### src/rtl/rv32i_pkg.sv
// rtl/rv32i_pkg.sv - RV32I opcode, type-index and immediate-format definitions
package rv32i_pkg;

    localparam logic [6:0] OPC_OP     = 7'h33;
    localparam logic [6:0] OPC_LOAD   = 7'h03;
    localparam logic [6:0] OPC_OP_IMM = 7'h13;
    localparam logic [6:0] OPC_JALR   = 7'h67;
    localparam logic [6:0] OPC_STORE  = 7'h23;
    localparam logic [6:0] OPC_BRANCH = 7'h63;
    localparam logic [6:0] OPC_AUIPC  = 7'h17;
    localparam logic [6:0] OPC_LUI    = 7'h37;
    localparam logic [6:0] OPC_JAL    = 7'h6F;
    localparam logic [6:0] OPC_FENCE  = 7'h0F;
    localparam logic [6:0] OPC_SYSTEM = 7'h73;

    localparam logic [6:0] F7_BASE   = 7'h00;
    localparam logic [6:0] F7_ALT    = 7'h20;
    localparam logic [6:0] F7_MULDIV = 7'h01;

    localparam int NUM_TYPES = 11;

    // Bit positions inside the one-hot type vector
    typedef enum logic [3:0] {
        T_R      = 4'd0,
        T_LOAD   = 4'd1,
        T_OP_IMM = 4'd2,
        T_JALR   = 4'd3,
        T_STORE  = 4'd4,
        T_BRANCH = 4'd5,
        T_AUIPC  = 4'd6,
        T_LUI    = 4'd7,
        T_JAL    = 4'd8,
        T_FENCE  = 4'd9,
        T_SYSTEM = 4'd10
    } type_idx_e;

    typedef enum logic [2:0] {
        IMM_I,
        IMM_S,
        IMM_B,
        IMM_U,
        IMM_J,
        IMM_NONE
    } imm_fmt_e;

endpackage

### src/rtl/imm_gen.sv
// rtl/imm_gen.sv - combinational immediate extraction and sign extension to XLEN
module imm_gen
    import rv32i_pkg::*;
#(
    parameter int XLEN = 32
) (
    input  logic [31:7]     instr_i,
    input  imm_fmt_e        fmt_i,
    output logic [XLEN-1:0] imm_o
);

    logic [31:0] imm32;

    always_comb begin
        case (fmt_i)
            IMM_I:   imm32 = {{20{instr_i[31]}}, instr_i[31:20]};
            IMM_S:   imm32 = {{20{instr_i[31]}}, instr_i[31:25], instr_i[11:7]};
            IMM_B:   imm32 = {{19{instr_i[31]}}, instr_i[31], instr_i[7], instr_i[30:25],
                              instr_i[11:8], 1'b0};
            IMM_U:   imm32 = {instr_i[31:12], 12'b0};
            IMM_J:   imm32 = {{11{instr_i[31]}}, instr_i[31], instr_i[19:12], instr_i[20],
                              instr_i[30:21], 1'b0};
            default: imm32 = '0;
        endcase
        // XLEN >= 32; upper bits replicate the immediate sign
        imm_o       = {XLEN{imm32[31]}};
        imm_o[31:0] = imm32;
    end

endmodule

### src/rtl/id_decode_stage.sv
// rtl/id_decode_stage.sv - registered RV32I decode stage behind a 2-entry skid buffer
module id_decode_stage
    import rv32i_pkg::*;
#(
    parameter int XLEN      = 32,
    parameter bit EN_M_EXT  = 1'b0,
    parameter bit EN_SYSTEM = 1'b1,
    parameter int CNT_W     = 16
) (
    input  logic                 clk,
    input  logic                 rst_n,
    input  logic                 flush,
    input  logic                 in_valid,
    output logic                 in_ready,
    input  logic [31:0]          in_instr,
    input  logic [XLEN-1:0]      in_pc,
    output logic                 out_valid,
    input  logic                 out_ready,
    output logic [31:0]          out_instr,
    output logic [XLEN-1:0]      out_pc,
    output logic [NUM_TYPES-1:0] out_type,
    output logic [XLEN-1:0]      out_imm,
    output logic [4:0]           out_rd,
    output logic [4:0]           out_rs1,
    output logic [4:0]           out_rs2,
    output logic [2:0]           out_funct3,
    output logic                 out_illegal,
    output logic [CNT_W-1:0]     illegal_count
);

    typedef struct packed {
        logic [31:0]          instr;
        logic [XLEN-1:0]      pc;
        logic [NUM_TYPES-1:0] ty;
        logic [XLEN-1:0]      imm;
        logic                 illegal;
    } entry_t;

    logic [6:0] opcode, funct7;
    logic [2:0] funct3;
    logic [NUM_TYPES-1:0] dec_type;
    imm_fmt_e             dec_fmt;
    logic                 dec_illegal;
    logic [XLEN-1:0]      dec_imm;
    entry_t               dec_entry;

    assign opcode = in_instr[6:0];
    assign funct3 = in_instr[14:12];
    assign funct7 = in_instr[31:25];

    always_comb begin
        dec_type    = '0;
        dec_fmt     = IMM_NONE;
        dec_illegal = 1'b0;
        if (in_instr[1:0] != 2'b11) begin
            dec_illegal = 1'b1;
        end else begin
            case (opcode)
                OPC_OP: begin
                    dec_type[T_R] = 1'b1;
                    dec_illegal = !((funct7 == F7_BASE) ||
                                    (funct7 == F7_ALT && (funct3 == 3'b000 || funct3 == 3'b101)) ||
                                    (EN_M_EXT && funct7 == F7_MULDIV));
                end
                OPC_LOAD: begin
                    dec_type[T_LOAD] = 1'b1;
                    dec_fmt          = IMM_I;
                    dec_illegal      = funct3 inside {3'd3, 3'd6, 3'd7};
                end
                OPC_OP_IMM: begin
                    dec_type[T_OP_IMM] = 1'b1;
                    dec_fmt            = IMM_I;
                    dec_illegal = (funct3 == 3'b001 && funct7 != F7_BASE) ||
                                  (funct3 == 3'b101 && funct7 != F7_BASE && funct7 != F7_ALT);
                end
                OPC_JALR: begin
                    dec_type[T_JALR] = 1'b1;
                    dec_fmt          = IMM_I;
                    dec_illegal      = (funct3 != 3'b000);
                end
                OPC_STORE: begin
                    dec_type[T_STORE] = 1'b1;
                    dec_fmt           = IMM_S;
                    dec_illegal       = (funct3 > 3'd2);
                end
                OPC_BRANCH: begin
                    dec_type[T_BRANCH] = 1'b1;
                    dec_fmt            = IMM_B;
                    dec_illegal        = funct3 inside {3'd2, 3'd3};
                end
                OPC_AUIPC: begin dec_type[T_AUIPC] = 1'b1; dec_fmt = IMM_U; end
                OPC_LUI:   begin dec_type[T_LUI]   = 1'b1; dec_fmt = IMM_U; end
                OPC_JAL:   begin dec_type[T_JAL]   = 1'b1; dec_fmt = IMM_J; end
                OPC_FENCE: begin
                    dec_type[T_FENCE] = 1'b1;
                    dec_fmt           = IMM_I;
                    dec_illegal       = !EN_SYSTEM;
                end
                OPC_SYSTEM: begin
                    dec_type[T_SYSTEM] = 1'b1;
                    dec_fmt            = IMM_I;
                    dec_illegal        = !EN_SYSTEM;
                end
                default: dec_illegal = 1'b1;
            endcase
        end
        // Illegal entries still flow downstream, but carry no type and no immediate
        if (dec_illegal) begin
            dec_type = '0;
            dec_fmt  = IMM_NONE;
        end
    end

    imm_gen #(.XLEN(XLEN)) u_imm_gen (
        .instr_i (in_instr[31:7]),
        .fmt_i   (dec_fmt),
        .imm_o   (dec_imm)
    );

    assign dec_entry = '{instr: in_instr, pc: in_pc, ty: dec_type, imm: dec_imm, illegal: dec_illegal};

    logic   main_valid_q, main_valid_d, skid_valid_q, skid_valid_d;
    logic   load_main_in, load_main_skid, load_skid;
    logic   in_fire, out_fire;
    entry_t main_q, skid_q;
    logic [CNT_W-1:0] cnt_q, cnt_d;

    assign in_ready = !skid_valid_q;
    assign in_fire  = in_valid && in_ready;
    assign out_fire = main_valid_q && out_ready;

    always_comb begin
        main_valid_d   = main_valid_q;
        skid_valid_d   = skid_valid_q;
        load_main_in   = 1'b0;
        load_main_skid = 1'b0;
        load_skid      = 1'b0;
        if (flush) begin
            main_valid_d = 1'b0;
            skid_valid_d = 1'b0;
        end else if (!main_valid_q || out_fire) begin
            if (skid_valid_q) begin
                load_main_skid = 1'b1;
                main_valid_d   = 1'b1;
                skid_valid_d   = 1'b0;
            end else begin
                load_main_in = in_fire;
                main_valid_d = in_fire;
            end
        end else if (in_fire) begin
            load_skid    = 1'b1;
            skid_valid_d = 1'b1;
        end
    end

    // A transfer coinciding with a flush is not counted
    always_comb begin
        cnt_d = cnt_q;
        if (!flush && out_fire && main_q.illegal && cnt_q != '1) begin
            cnt_d = cnt_q + CNT_W'(1);
        end
    end

    always_ff @(posedge clk or negedge rst_n) begin
        if (!rst_n) begin
            main_valid_q <= 1'b0;
            skid_valid_q <= 1'b0;
            main_q       <= '0;
            skid_q       <= '0;
            cnt_q        <= '0;
        end else begin
            main_valid_q <= main_valid_d;
            skid_valid_q <= skid_valid_d;
            cnt_q        <= cnt_d;
            if (load_main_in) begin
                main_q <= dec_entry;
            end else if (load_main_skid) begin
                main_q <= skid_q;
            end
            if (load_skid) begin
                skid_q <= dec_entry;
            end
        end
    end

    assign out_valid     = main_valid_q;
    assign out_instr     = main_q.instr;
    assign out_pc        = main_q.pc;
    assign out_type      = main_q.ty;
    assign out_imm       = main_q.imm;
    assign out_illegal   = main_q.illegal;
    assign out_rd        = main_q.instr[11:7];
    assign out_rs1       = main_q.instr[19:15];
    assign out_rs2       = main_q.instr[24:20];
    assign out_funct3    = main_q.instr[14:12];
    assign illegal_count = cnt_q;

endmodule

### config.mk
export PLATFORM = sky130hd
export DESIGN_NAME = id_decode_stage
export DESIGN_NICKNAME = d
export VERILOG_FILES = /design/src/rtl/rv32i_pkg.sv /design/src/rtl/imm_gen.sv /design/src/rtl/id_decode_stage.sv
export SDC_FILE = /design/constraint.sdc
export NUM_CORES = 1
export LEC_CHECK = 0
export ABC_AREA = 1
export BUFFER_PORTS_ARGS = -buffer_cell sky130_fd_sc_hd__buf_4
export CAP_MARGIN = 15
export CORE_ASPECT_RATIO = 0.9
export CORE_MARGIN = 1
export CORE_UTILIZATION = 40
export CTS_BUF_LIST = sky130_fd_sc_hd__clkbuf_8
export CTS_CLUSTER_SIZE = 8
export DETAILED_ROUTE_END_ITERATION = 12
export RECOVER_POWER = 50
export SLEW_MARGIN = 20
export SYNTH_ARGS = -nofsm -noshare
export SYNTH_HDL_FRONTEND = slang
export SYNTH_HIERARCHICAL = 1
export SYNTH_SLANG_ARGS = --single-unit
### constraint.sdc
create_clock -name clk -period 1.4 [get_ports clk]
set_input_delay 0.07 -clock clk [delete_from_list [all_inputs] [get_ports clk]]
set_output_delay 0.07 -clock clk [all_outputs]
set_load 0.01 [all_outputs]
# Word-level counts from Yosys, hierarchy flattened
# Cells that the tools add are included.
# totals
reg_bits	234
out_inout_bits	144
input_bits	69
# classes
muxes	36
n_lt_le_gt_ge	1
add_sub_neg	1
n_reduce_logical	30
eq_ne	25
# ops
op	n
108-bit 2-to-1 mux	2
32-bit case mux with 5 select lines	1
7-bit by 6-bit equality test with 1-bit output (second input constant)	4
7-bit equality test (second input constant)	4
1-bit 2-to-1 mux	27
11-bit 2-to-1 mux	2
16-bit by 1-bit adder with 16-bit output (second input constant)	1
16-bit inequality test (second input constant)	1
3-bit case mux with 5 select lines	1
7-bit by 5-bit equality test with 1-bit output (second input constant)	2
3-bit by 2-bit equality test with 1-bit output (second input constant)	4
3-bit equality test (second input constant)	4
5-bit OR reduction	2
1-bit logical AND	9
3-bit nonzero test	3
7-bit by 2-bit equality test with 1-bit output (second input constant)	1
7-bit by 4-bit equality test with 1-bit output (second input constant)	1
7-bit logical NOT	1
7-bit by 6-bit inequality test with 1-bit output (second input constant)	1
1-bit case mux with 7 select lines	1
7-bit nonzero test	1
3-bit by 1-bit equality test with 1-bit output (second input constant)	2
3-bit logical NOT	2
3-bit 2-to-1 mux	2
6 further kinds	14

# Logic depth before layout (Yosys ltp)
# Gate-level depths: netlist of run 1.
# depth
depth_word	11
ltp_mapped	18
mapped_depth_nobuf	16

# Cells and area by module
# Netlist of run 1, hierarchy kept.
# modules_own_cells
mod	cells_each	area_each_um2	n_inst	seq_area_each_um2
id_decode_stage	1265	10396.2	1	5855.6
imm_gen	102	594.3	1	0.0

# Worst setup path before layout of run 1
# Ideal clock, no wire load.
# synth_timing
path_kind	input-to-reg
from	in in_instr[2]
to	reg main_q (netlist bit out_imm[20])
t_arrival_ns	1.960
setup_ns	0.127
setup_slack_ns	-0.687
required_ns	1.273
path_stages	16
path_cell_list	inv_2 > nand2_2 > nor2_2 > buf_6 > nand2_1 > nand2_1 > nor2_1 > nand2_4 > nand3_4 > a21oi_1 > nand2_4 > nand3_4 > buf_6 > nand3_2 > o21ai_0 > o21ai_0
# synth_via
elab_chain_len	8
# synth_lines
item	line_no	rtl
start: declaration	id_decode_stage.sv:15	input logic [31:0] in_instr,
7-bit equality test (tied with other cells)	id_decode_stage.sv:58	case (opcode)
5-bit OR reduction (no line) / 2-bit OR reduction (equally long branches)	--	
1-bit case mux with 7 select lines / 3-bit case mux with 5 select lines (equally long branches)	id_decode_stage.sv:58	
1-bit 2-to-1 mux / 3-bit 2-to-1 mux (equally long branches)	id_decode_stage.sv:55	if (in_instr[1:0] != 2'b11) begin
3-bit 2-to-1 mux (*)	id_decode_stage.sv:108	if (dec_illegal) begin
net dec_fmt[1]	id_decode_stage.sv:42	imm_fmt_e dec_fmt;
3-bit equality test (tied with other cells)	imm_gen.sv:15	case (fmt_i)
32-bit case mux with 5 select lines (*)	imm_gen.sv:15	
net dec_imm[20]	id_decode_stage.sv:44	logic [XLEN-1:0] dec_imm;
108-bit 2-to-1 mux (*)	id_decode_stage.sv:175	if (load_main_in) begin
end signal: assignment	id_decode_stage.sv:176	main_q <= dec_entry;
end signal: assignment	id_decode_stage.sv:178	main_q <= skid_q;
end: declaration	id_decode_stage.sv:125	entry_t main_q, skid_q;
# The timed path passes the listed nets; every way through them passes the cells marked *.
# A chain may end at the register's enable or synchronous reset.

# Worst setup path in the final report of run 1
# layout_timing
from	reg main_valid_q (netlist: out_valid)
to	reg skid_q[38] (netlist name)
# layout_via
elab_chain_len	4
# layout_lines
item	line_no	rtl
start: declaration	id_decode_stage.sv:122	logic main_valid_q, main_valid_d, skid_valid_q, skid_valid_d;
start signal: assignment	id_decode_stage.sv:172	main_valid_q <= main_valid_d;
1-bit logical NOT / 1-bit logical AND (equally long branches)	id_decode_stage.sv:141, id_decode_stage.sv:130	
1-bit logical OR (*)	id_decode_stage.sv:141	end else if (!main_valid_q || out_fire) begin
1-bit 2-to-1 mux (*)	id_decode_stage.sv:141	
1-bit 2-to-1 mux (*)	id_decode_stage.sv:138	if (flush) begin
end signal: assignment	id_decode_stage.sv:181	skid_q <= dec_entry;
end: declaration	id_decode_stage.sv:125	
# Every way passes the cells marked *; elsewhere a longest branch is shown, timed or not.

==> impl_metrics.tcl, run 1 <==
set metrics [dict create \
    min_path_cells 5 \
    cp_common_cell "inv_2" \
    end_kind "register" \
    drc 0 \
    violations "hold timing, setup timing" \
    hold_viol_final 2 \
    io_buffers 212 \
    htreeDepth 2 \
    slew_viol_final 0 \
    ff2ff_path_depth 10 \
    dp_hpwl_mm 22.3 \
    cpPeakStageDelay_ns 0.36 \
    coreArea_um2 27000 \
    numCtsBuffers 41 \
    setup-tns-final_ns -44.72 \
    dieHeight_um 159 \
    drt-wirelength-per-cell_um 19.4 \
    p_per_area_nw_per_um2 1150 \
    fin_crit_sh_pct 122 \
    syn_area_um2 11000 \
    crit_buf_inv 6 \
    slowest_stage "dfrtp_1" \
    p_leak_nw 8.95 \
    synth.lib_cells_used.distinct 29 \
    finalSetupViolations 229 \
    avgViaCountPerCell 5.32 \
    syn_area_per_cell_um2 8.04 \
    rows 57 \
    grtUsageTotal_pct 27.3 \
    dieArea_um2 28100 \
    io_pins 213 \
    syn_nets 1437 \
    insertion_delay_ns 0.58 \
    vdd_drop_max_mv 0.809 \
    drive_gt1_share_pct 42.3 \
    crit_family "buffers and inverters" \
    reg2reg_slack_ns -0.31 \
    antenna_cells 0 \
    crit_required_ns 1.84 \
    status "complete, but fails checks" \
    root_buffer "clkbuf_8" \
    drt_iter0_markers 941 \
    pre_cts_ws_ns -0.890 \
    holdPathEnd "skid_valid_q$_DFFE_PN0P_" \
    fillers 2022 \
    vias 11700 \
    ctsHoldBuffers 78 \
    fin_nets 1884 \
    ys_seq_elements 234 \
    cts_tree "yes" \
    cap_violations 0 \
    finClkSkew_ns 0.0496 \
    r2r-end "skid_q[38]$_DFFE_PN0P_" \
    netlist_instances 1367 \
    path_cells "inv_2, buf_6, nor3_4, inv_2, nor2_4, buf_12, clkinv_16, clkbuf_16, nand2_2, o21ai_1" \
    place_congestion 0.858 \
    cp.arrival_ns 2.16 \
    die_w_um 177 \
    r2r_start "out_valid$_DFFE_PN0N_" \
    grt_pass1_vias 10800 \
    max-slew-margin-rel_pct 38.4 \
    min-delay-start "out_ready" \
    grt_pass1_wl_mm 59.7 \
    period_needed_ns 1.71 \
    fin_ws_ns -0.314 \
    grt_start_max_net_pins 67 \
    drt-total-wl_mm 42.7 \
    cp_max_fo 8 \
    ys_warn_count 6 \
    ys_seq_area_share_pct 53.3 \
    hp-class "in -> reg" \
    cts_sinks 234 \
    antenna_found_initial 0 \
    finalPower_mw 21.1 \
    path_class "reg -> reg" \
    fmax_ghz 0.583 \
    clockBufferDepth 3 \
    grt_remaining_overflow 0 \
    holdWs_ns -0.0466 \
    drtPass1Iterations 5 \
    start_util_pct 40.7 \
    syn_to_final_growth_pct 66.1 \
    ant_nets 0 \
    tightest_slew_ns 0.924 \
    rsz0062_at_grt "true" \
    start_kind "register" \
    path_clk_slew_ns 0.06 \
]
==> cell type report <==
cell class                      count  area (µm²)  share of cell area (%)
Timing Repair inverter              4        63.8                   0.349
Tap cell                          354         443                    2.43
Clock buffer                       54         743                    4.07
Sequential cell                   234        5860                    32.1
Clock inverter                     16        92.6                   0.507
Timing Repair Buffer              493        5120                    28.0
Multi-Input combinational cell    993        5700                    31.2
Inverter                           47         245                    1.34
==> logic make-up (layout without fill, tap and decap cells) <==
family	after synthesis	after routing	synth area share (%)
and+or+nand+nor	743	745	28.7
adders and majority gates	1	1	0.114
buffers and inverters	142	614	6.22
AOI/OAI and AO/OA	234	234	10.7
DFF	234	234	53.3
xor gates and xnor gates	13	13	1.04
==> cells in the mapped netlist (all sizes together) <==
library cell | count | area (µm²)
buf | 61 | 379
a21oi | 6 | 30.0
nand2 | 488 | 1880
nor2 | 165 | 669
a31oi | 1 | 6.26
ha | 1 | 12.5
xor2 | 9 | 78.8
or2 | 1 | 6.26
inv | 47 | 176
nand4 | 27 | 169
clkbuf | 34 | 128
dfrtp | 234 | 5860
o21ai | 227 | 1140
nand3 | 46 | 315
nor3 | 16 | 116
xnor2 | 4 | 35.0
==> worst max-delay path by stage <==
stage | from | endpoint | slack, ns | cells after the start
floorplan | in_instr[2] | out_imm[21]$_DFFE_PN0P_ | -0.37 | 16
global placement | in_instr[25] | out_imm[19]$_DFFE_PN0P_ | -0.78 | 14
detailed placement | in_instr[25] | out_imm[8]$_DFFE_PN0P_ | -0.89 | 14
CTS | in_instr[0] | out_imm[22]$_DFFE_PN0P_ | -0.18 | 16
global route | in_instr[4] | out_imm[24]$_DFFE_PN0P_ | -0.41 | 17
finish | out_valid$_DFFE_PN0N_ | skid_q[38]$_DFFE_PN0P_ | -0.31 | 10
==> where the power goes <==
group          switching (mW)  internal (mW)
logic                    2.74           2.91
clock network            2.93           3.61
registers               0.982           7.91
==> registers in the layout, summed over array words and instances (netlist names) <==
register and count:
out_instr 32, out_illegal 1, out_pc 32, skid_valid_q 1, out_type 11, out_imm 32
skid_q 108, out_valid 1, illegal_count 16
==> cell usage in the layout (no fill, tap or decap), types with 8 or more instances in the layout <==
| cell | n |
|---|---|
| nand3_1 | 10 |
| nor2_4 | 30 |
| buf_12 | 30 |
| inv_2 | 10 |
| dlygate4sd3_1 | 77 |
| o21ai_2 | 18 |
| nand4_1 | 27 |
| nor2_1 | 101 |
| buf_8 | 13 |
| nor2_2 | 35 |
| nand3_2 | 29 |
| clkbuf_8 | 54 |
| o21ai_0 | 81 |
| nand2_2 | 84 |
| inv_1 | 43 |
| xor2_1 | 9 |
| nand2_1 | 341 |
| o21ai_1 | 128 |
| buf_16 | 19 |
| dfrtp_1 | 233 |
| nand3_4 | 8 |
| clkbuf_16 | 15 |
| buf_6 | 31 |
| buf_4 | 302 |
| nand2_4 | 61 |
==> layer usage <==
metal	GRT usage, %	share of wire (%)	up-vias
li1	-	-	5311
met1	37.0	41	5772
met2	43.9	48	479
met3	4.56	7.5	117
met4	9.80	3.5	0
met5	0	0	-
==> stage by stage <==
stage               cells  utilization (%)  area [µm²]  hold slack, ns
floorplan            1367                -       11200          -0.226
global placement     1957             51.4       13900         -0.0559
detailed placement   1957             51.4       13900         -0.0585
CTS                  2165             62.4       16900         -0.0913
global route         2195             67.6       18300         -0.0431
finish               2195             67.6       18300         -0.0466
==> timing repair <==
action                     4_1_cts  5_1_grt
gates cloned                    23       24
buffers inserted                40       19
setup endpoints to repair      231      234
pin swaps                       50      102
hold endpoints to repair       382        2
gates resized for setup        145      319
==> tightest hold or removal path, cell delays in order <==
cell and delay, ns:
buf_4 0.11, buf_4 0.13, nor3_4 0.04, inv_2 0.08, nor2_1 0.05
Power figures use the tool's default switching activity.
==> run 2, diff against run 1 <==
--- a/config.mk
+++ b/config.mk
@@ -8,12 +8,15 @@
 export ABC_AREA = 1
 export BUFFER_PORTS_ARGS = -buffer_cell sky130_fd_sc_hd__buf_4
 export CAP_MARGIN = 15
+export CELL_PAD_IN_SITES_DETAIL_PLACEMENT = 1
+export CELL_PAD_IN_SITES_GLOBAL_PLACEMENT = 1
 export CORE_ASPECT_RATIO = 0.9
 export CORE_MARGIN = 1
-export CORE_UTILIZATION = 40
+export CORE_UTILIZATION = 38
 export CTS_BUF_LIST = sky130_fd_sc_hd__clkbuf_8
 export CTS_CLUSTER_SIZE = 8
 export DETAILED_ROUTE_END_ITERATION = 12
+export PLACE_DENSITY_LB_ADDON = 0.1
 export RECOVER_POWER = 50
 export SLEW_MARGIN = 20
 export SYNTH_ARGS = -nofsm -noshare
==> impl_metrics.tcl, run 2 (synthesis results as in run 1) <==
set metrics [dict create \
    vias 13000 \
    fmax_ghz 0.527 \
    drt-total-wl_mm 60.7 \
    hold_viol_final 0 \
    avgViaCountPerCell 5.92 \
    fillers 3092 \
    coreArea_um2 28200 \
    drtPass1Iterations 8 \
    dp_hpwl_mm 24.3 \
    ant_nets 0 \
    status "complete, but fails checks" \
    dp.cells 1951 \
    grt_pass1_wl_mm 65.9 \
    ff2ff_path_depth 8 \
    start_util_pct 39.0 \
    cp_max_fo 10 \
    place_congestion 0.832 \
    multi_input_area_um2 5880 \
    grt_remaining_overflow 0 \
    finalPower_mw 21.8 \
    dieArea_um2 29600 \
    holdPathEnd "skid_q[41]$_DFFE_PN0P_" \
    fin_nets 1878 \
    seq_power_share_pct 41.1 \
    slew_viol_final 0 \
    cap_violations 0 \
    final_common_cell "nand2_1" \
    largest_reg_flops 108 \
    mostFrequentLayoutCells "331 x nand2_1, 297 x buf_4, 234 x dfrtp_1" \
    rsz0062_at_grt "true" \
    numCtsBuffers 40 \
    grt_pass1_vias 11700 \
    setup-tns-final_ns -67.78 \
    top_register "skid_q" \
    end_kind "register" \
    insertion_delay_ns 0.59 \
    cts_tree "yes" \
    cts_sinks 234 \
    p_per_area_nw_per_um2 1170 \
    finalSetupViolations 234 \
    rows 58 \
    grtUsageTotal_pct 28.5 \
    clockBufferDepth 3 \
    p_leak_nw 9.32 \
    period_needed_ns 1.90 \
    swShare_pct 35.1 \
    violations "setup timing" \
    power.internal_mw 14.1 \
    htreeDepth 2 \
    root_buffer "clkbuf_8" \
    hp-class "in -> reg" \
    drive_gt1_share_pct 43.4 \
    max-slew-margin-rel_pct 8.68 \
    r2r_start "skid_valid_q$_DFFE_PN0P_" \
    min-delay-start "in_instr[2]" \
    power.share.clock_pct 30.2 \
    vdd_drop_max_mv 0.999 \
    dieHeight_um 163 \
    fin_crit_sh_pct 135 \
    antenna_found_initial 2 \
    crit_required_ns 1.90 \
    antenna_cells 0 \
    syn_to_final_growth_pct 69.7 \
    drc 0 \
    drt_iter0_markers 1123 \
    io_pins 213 \
    tightest_slew_ns 1.37 \
    fin_util_pct 66.3 \
    drt-wirelength-per-cell_um 27.6 \
    p_comb_share_pct 28.7 \
    reg2reg_slack_ns -0.42 \
    min_path_cells 6 \
    path_class "in -> reg" \
    die_w_um 181 \
    stdcell_count 2197 \
    r2r-end "out_instr[6]$_DFFE_PN0P_" \
    finClkSkew_ns 0.0198 \
    ff_latch_area_um2 5860 \
    io_buffers 212 \
    p_switching_mw 7.64 \
    cp.arrival_ns 2.40 \
    fin_ws_ns -0.496 \
    grt_start_max_net_pins 44 \
    start_kind "input pin" \
    path_clk_slew_ns 0.07 \
]
run 2: cell count changes in the layout (fill, tap and decap cells not counted), sizes merged:
cell,delta
buf,-17
clkbuf,+5
dlygate4sd3,+4
clkinv,+2
inv,+2
bufbuf,+1
bufinv,-1
run 2: area by class of cell:
type	instances	area share, %
clock buffer	51	3.76
clock inverter	20	0.470
inverter	47	1.25
multi-input combinational	993	31.5
sequential	234	31.4
tap	360	2.41
timing repair buffer	489	28.9
timing repair inverter	3	0.275
run 2: routing by layer:
layer	routed length, µm	part of all wire [%]	GRT usage, %
met3	5040	8.3	4.30
met2	29400	48	49.8
met5	13	0.021	0
met1	21900	36	36.4
met4	4310	7.1	9.28
run 2: metrics by stage:
stage | hold slack [ns] | setup slack, ns | cell area [µm²]
final | 0.00948 | -0.496 | 18700
after global routing | 0.0274 | -0.630 | 18700
after CTS | 0.00816 | -0.218 | 16400
after detailed placement | 0.00245 | -0.875 | 13800
after global placement | 0.00164 | -0.735 | 13800
after floorplan | -0.226 | -0.372 | 11200
run 2: worst max path at each step:
| stage | cells after the start | end | from | slack, ns |
|---|---|---|---|---|
| after floorplan | 16 | out_imm[21]$_DFFE_PN0P_ | in_instr[2] | -0.37 |
| after global placement | 14 | out_imm[17]$_DFFE_PN0P_ | in_instr[25] | -0.73 |
| after detailed placement | 13 | out_imm[17]$_DFFE_PN0P_ | in_instr[25] | -0.87 |
| after CTS | 8 | out_type[8]$_DFFE_PN0P_ | skid_valid_q$_DFFE_PN0P_ | -0.22 |
| after global routing | 14 | out_imm[21]$_DFFE_PN0P_ | in_instr[14] | -0.63 |
| final | 14 | out_imm[21]$_DFFE_PN0P_ | in_instr[14] | -0.50 |
run 2: power groups by stage:
stage | Sequential, mW | Clock (mW) | Combinational, mW
finish | 8.95 | 6.57 | 6.25
global route | 9.03 | 6.83 | 6.60
CTS | 8.65 | 6.37 | 5.08
detailed placement | 8.74 | 0 | 4.43
global placement | 8.70 | 0 | 4.31
floorplan | 8.91 | 0 | 1.84
run 2: repair_timing:
item / in CTS / in global routing
gates resized for setup: 127 / 378
hold buffers: 81 / 0
setup buffers: 21 / 19
endpoints found under the hold margin: 387 / 0
setup endpoints to repair: 234 / 234
pin swaps: 30 / 114
cloned: 16 / 43
run 2: worst max-delay path, cell delays in order:
cell and delay [ns]:
buf_4 0.14, nor2_2 0.15, nand2_1 0.11, nor2_1 0.17, o21ai_1 0.14, nand2_2 0.12
nand3_4 0.13, a21oi_4 0.26, buf_12 0.15, buf_4 0.18, nand4_1 0.31, nand3_4 0.21
o21ai_2 0.06, o21ai_1 0.18
==> run 3, diff against run 2 <==
--- a/config.mk
+++ b/config.mk
@@ -12,7 +12,7 @@
 export CELL_PAD_IN_SITES_GLOBAL_PLACEMENT = 1
 export CORE_ASPECT_RATIO = 0.9
 export CORE_MARGIN = 1
-export CORE_UTILIZATION = 38
+export CORE_UTILIZATION = 30
 export CTS_BUF_LIST = sky130_fd_sc_hd__clkbuf_8
 export CTS_CLUSTER_SIZE = 8
 export DETAILED_ROUTE_END_ITERATION = 12
==> impl_metrics.tcl, run 3 (synthesis results as in run 1) <==
set metrics [dict create \
    root_buffer "clkbuf_8" \
    dp_hpwl_mm 27.5 \
    setup-tns-final_ns -44.55 \
    fillers 4103 \
    syn_to_final_growth_pct 66.4 \
    coreArea_um2 36100 \
    dieArea_um2 37400 \
    largest_reg_flops 108 \
    status "complete, but fails checks" \
    drt_iter0_markers 502 \
    cpPeakStageDelay_ns 0.33 \
    path_class "in -> reg" \
    min_path_cells 6 \
    grt_pass1_vias 11800 \
    grt_start_max_net_pins 63 \
    cp_max_fo 7 \
    violations "setup timing" \
    io_buffers 212 \
    ff2ff_path_depth 9 \
    max-slew-margin-rel_pct 46.8 \
    place_congestion 0.775 \
    crit_buf_inv 3 \
    busiest_layer "met2" \
    antenna_found_initial 0 \
    p_per_area_nw_per_um2 1170 \
    grt_remaining_overflow 0 \
    multi_input_area_um2 5610 \
    die_w_um 204 \
    end_kind "register" \
    antenna_cells 0 \
    crit_family "simple AND/OR/NAND/NOR gates" \
    hold_viol_final 0 \
    period_needed_ns 1.71 \
    start_kind "input pin" \
    rows 66 \
    htreeDepth 2 \
    final_common_cell "nand2_1" \
    fmax_ghz 0.585 \
    drt-total-wl_mm 46.9 \
    worstSetupPathDepth 15 \
    cap_violations 0 \
    start_util_pct 30.5 \
    drc 0 \
    slew_viol_final 0 \
    io_pins 213 \
    finalSetupViolations 230 \
    holdWs_ns 0.0475 \
    grt_util_met1_pct 30.9 \
    fin_nets 1887 \
    grtUsageMet3_pct 3.62 \
    top_register "skid_q" \
    ant_nets 0 \
    dieHeight_um 184 \
    drtPass1Iterations 4 \
    vias 11400 \
    ff_latch_area_um2 5860 \
    avgViaCountPerCell 4.91 \
    numCtsBuffers 45 \
    tightest_slew_ns 0.797 \
    grtUsageTotal_pct 23.4 \
    p_leak_nw 9.12 \
    cp.arrival_ns 2.20 \
    fin_crit_sh_pct 122 \
    drt-wirelength-per-cell_um 20.2 \
    hp-class "in -> reg" \
    insertion_delay_ns 0.57 \
    slowest_stage "nor3_4" \
    cts_tree "yes" \
    rsz0062_at_grt "true" \
    path_cells "buf_8, nand2_8, nor3_4, nand2_2, buf_6, nand4_1, nor3_4, nor2_4, nand3_4, nand2_4, buf_4, nand4_1, nand2_2, o21ai_0, o21ai_1" \
    drive_gt1_share_pct 41.7 \
    clockBufferDepth 3 \
    pre_cts_ws_ns -0.878 \
    grt_pass1_wl_mm 67.5 \
    fin_ws_ns -0.309 \
    finClkSkew_ns 0.0185 \
    vdd_drop_max_mv 0.757 \
    use_met2_pct 39.5 \
    mostFrequentLayoutCells "352 x nand2_1, 301 x buf_4, 233 x dfrtp_1" \
    crit_required_ns 1.90 \
    path_clk_slew_ns 0.06 \
    cts_sinks 234 \
]
run 3: changes by cell type in the layout (fill, tap and decap cells not counted), sizes merged:
cell and change:
clkinv +2, clkbuf +1, inv -6, bufbuf -1, dlygate4sd3 +1, bufinv +1, clkinvlp +1, buf +9
run 3: per-layer routing:
metal	wire [µm]	up-vias
li1	-	5317
met1	20700	5774
met2	23300	247
met3	1910	58
met4	950	0
met5	0	-
run 3: area by class of cell:
type	instances	area share [%]
repair buffers	493	27.5
flip-flops and latches	234	32.0
clock buffers	57	4.29
multi-input cells	993	30.7
clock inverters	18	0.561
repair inverters	3	0.315
well taps	476	3.26
inverters	47	1.37
run 3: what timing repair did:
action	4_1_cts	5_1_grt
buffers inserted	20	25
hold buffers	83	0
resized for setup	125	321
cloned	15	24
hold endpoints to repair	399	0
pin swaps	39	123
endpoints found under the setup margin	233	235
run 3: final timing paths:
| path | startpoint | to | slack [ns] |
|---|---|---|---|
| max | in_instr[0] | out_imm[4]$_DFFE_PN0P_ | -0.31 |
| min | in_instr[1] | skid_q[43]$_DFFE_PN0P_ | 0.05 |
| max reg2reg | skid_valid_q$_DFFE_PN0P_ | skid_q[4]$_DFFE_PN0P_ | -0.27 |
| min reg2reg | skid_q[66]$_DFFE_PN0P_ | skid_q[66]$_DFFE_PN0P_ | 0.47 |
| max in group asynchronous | rst_n | out_imm[24]$_DFFE_PN0P_ | 0.13 |
| min in group asynchronous | rst_n | out_instr[1]$_DFFE_PN0P_ | 0.64 |
run 3: tightest hold or removal path, stage by stage:
cell and delay [ns]:
buf_8 0.11, nand2_8 0.08, nor2_4 0.06, buf_4 0.14, nand3_2 0.06, nand2_1 0.04
run 3: power breakdown:
part	switching, mW	total, mW	internal [mW]	leakage [nW]
Clock	3.10	6.90	3.80	0.504
Sequential	0.881	8.79	7.91	3.04
Combinational	2.85	5.73	2.88	5.57
run 3: metrics by stage:
stage	instance area, µm²	cells	util (%)	power [mW]
finish	18300	2321	50.7	21.4
CTS	16800	2282	46.6	20.9
detailed placement	14200	2092	39.2	13.3
global route	18300	2321	50.7	22.6
global placement	14200	2092	39.2	13.2
floorplan	11200	1367	-	10.7
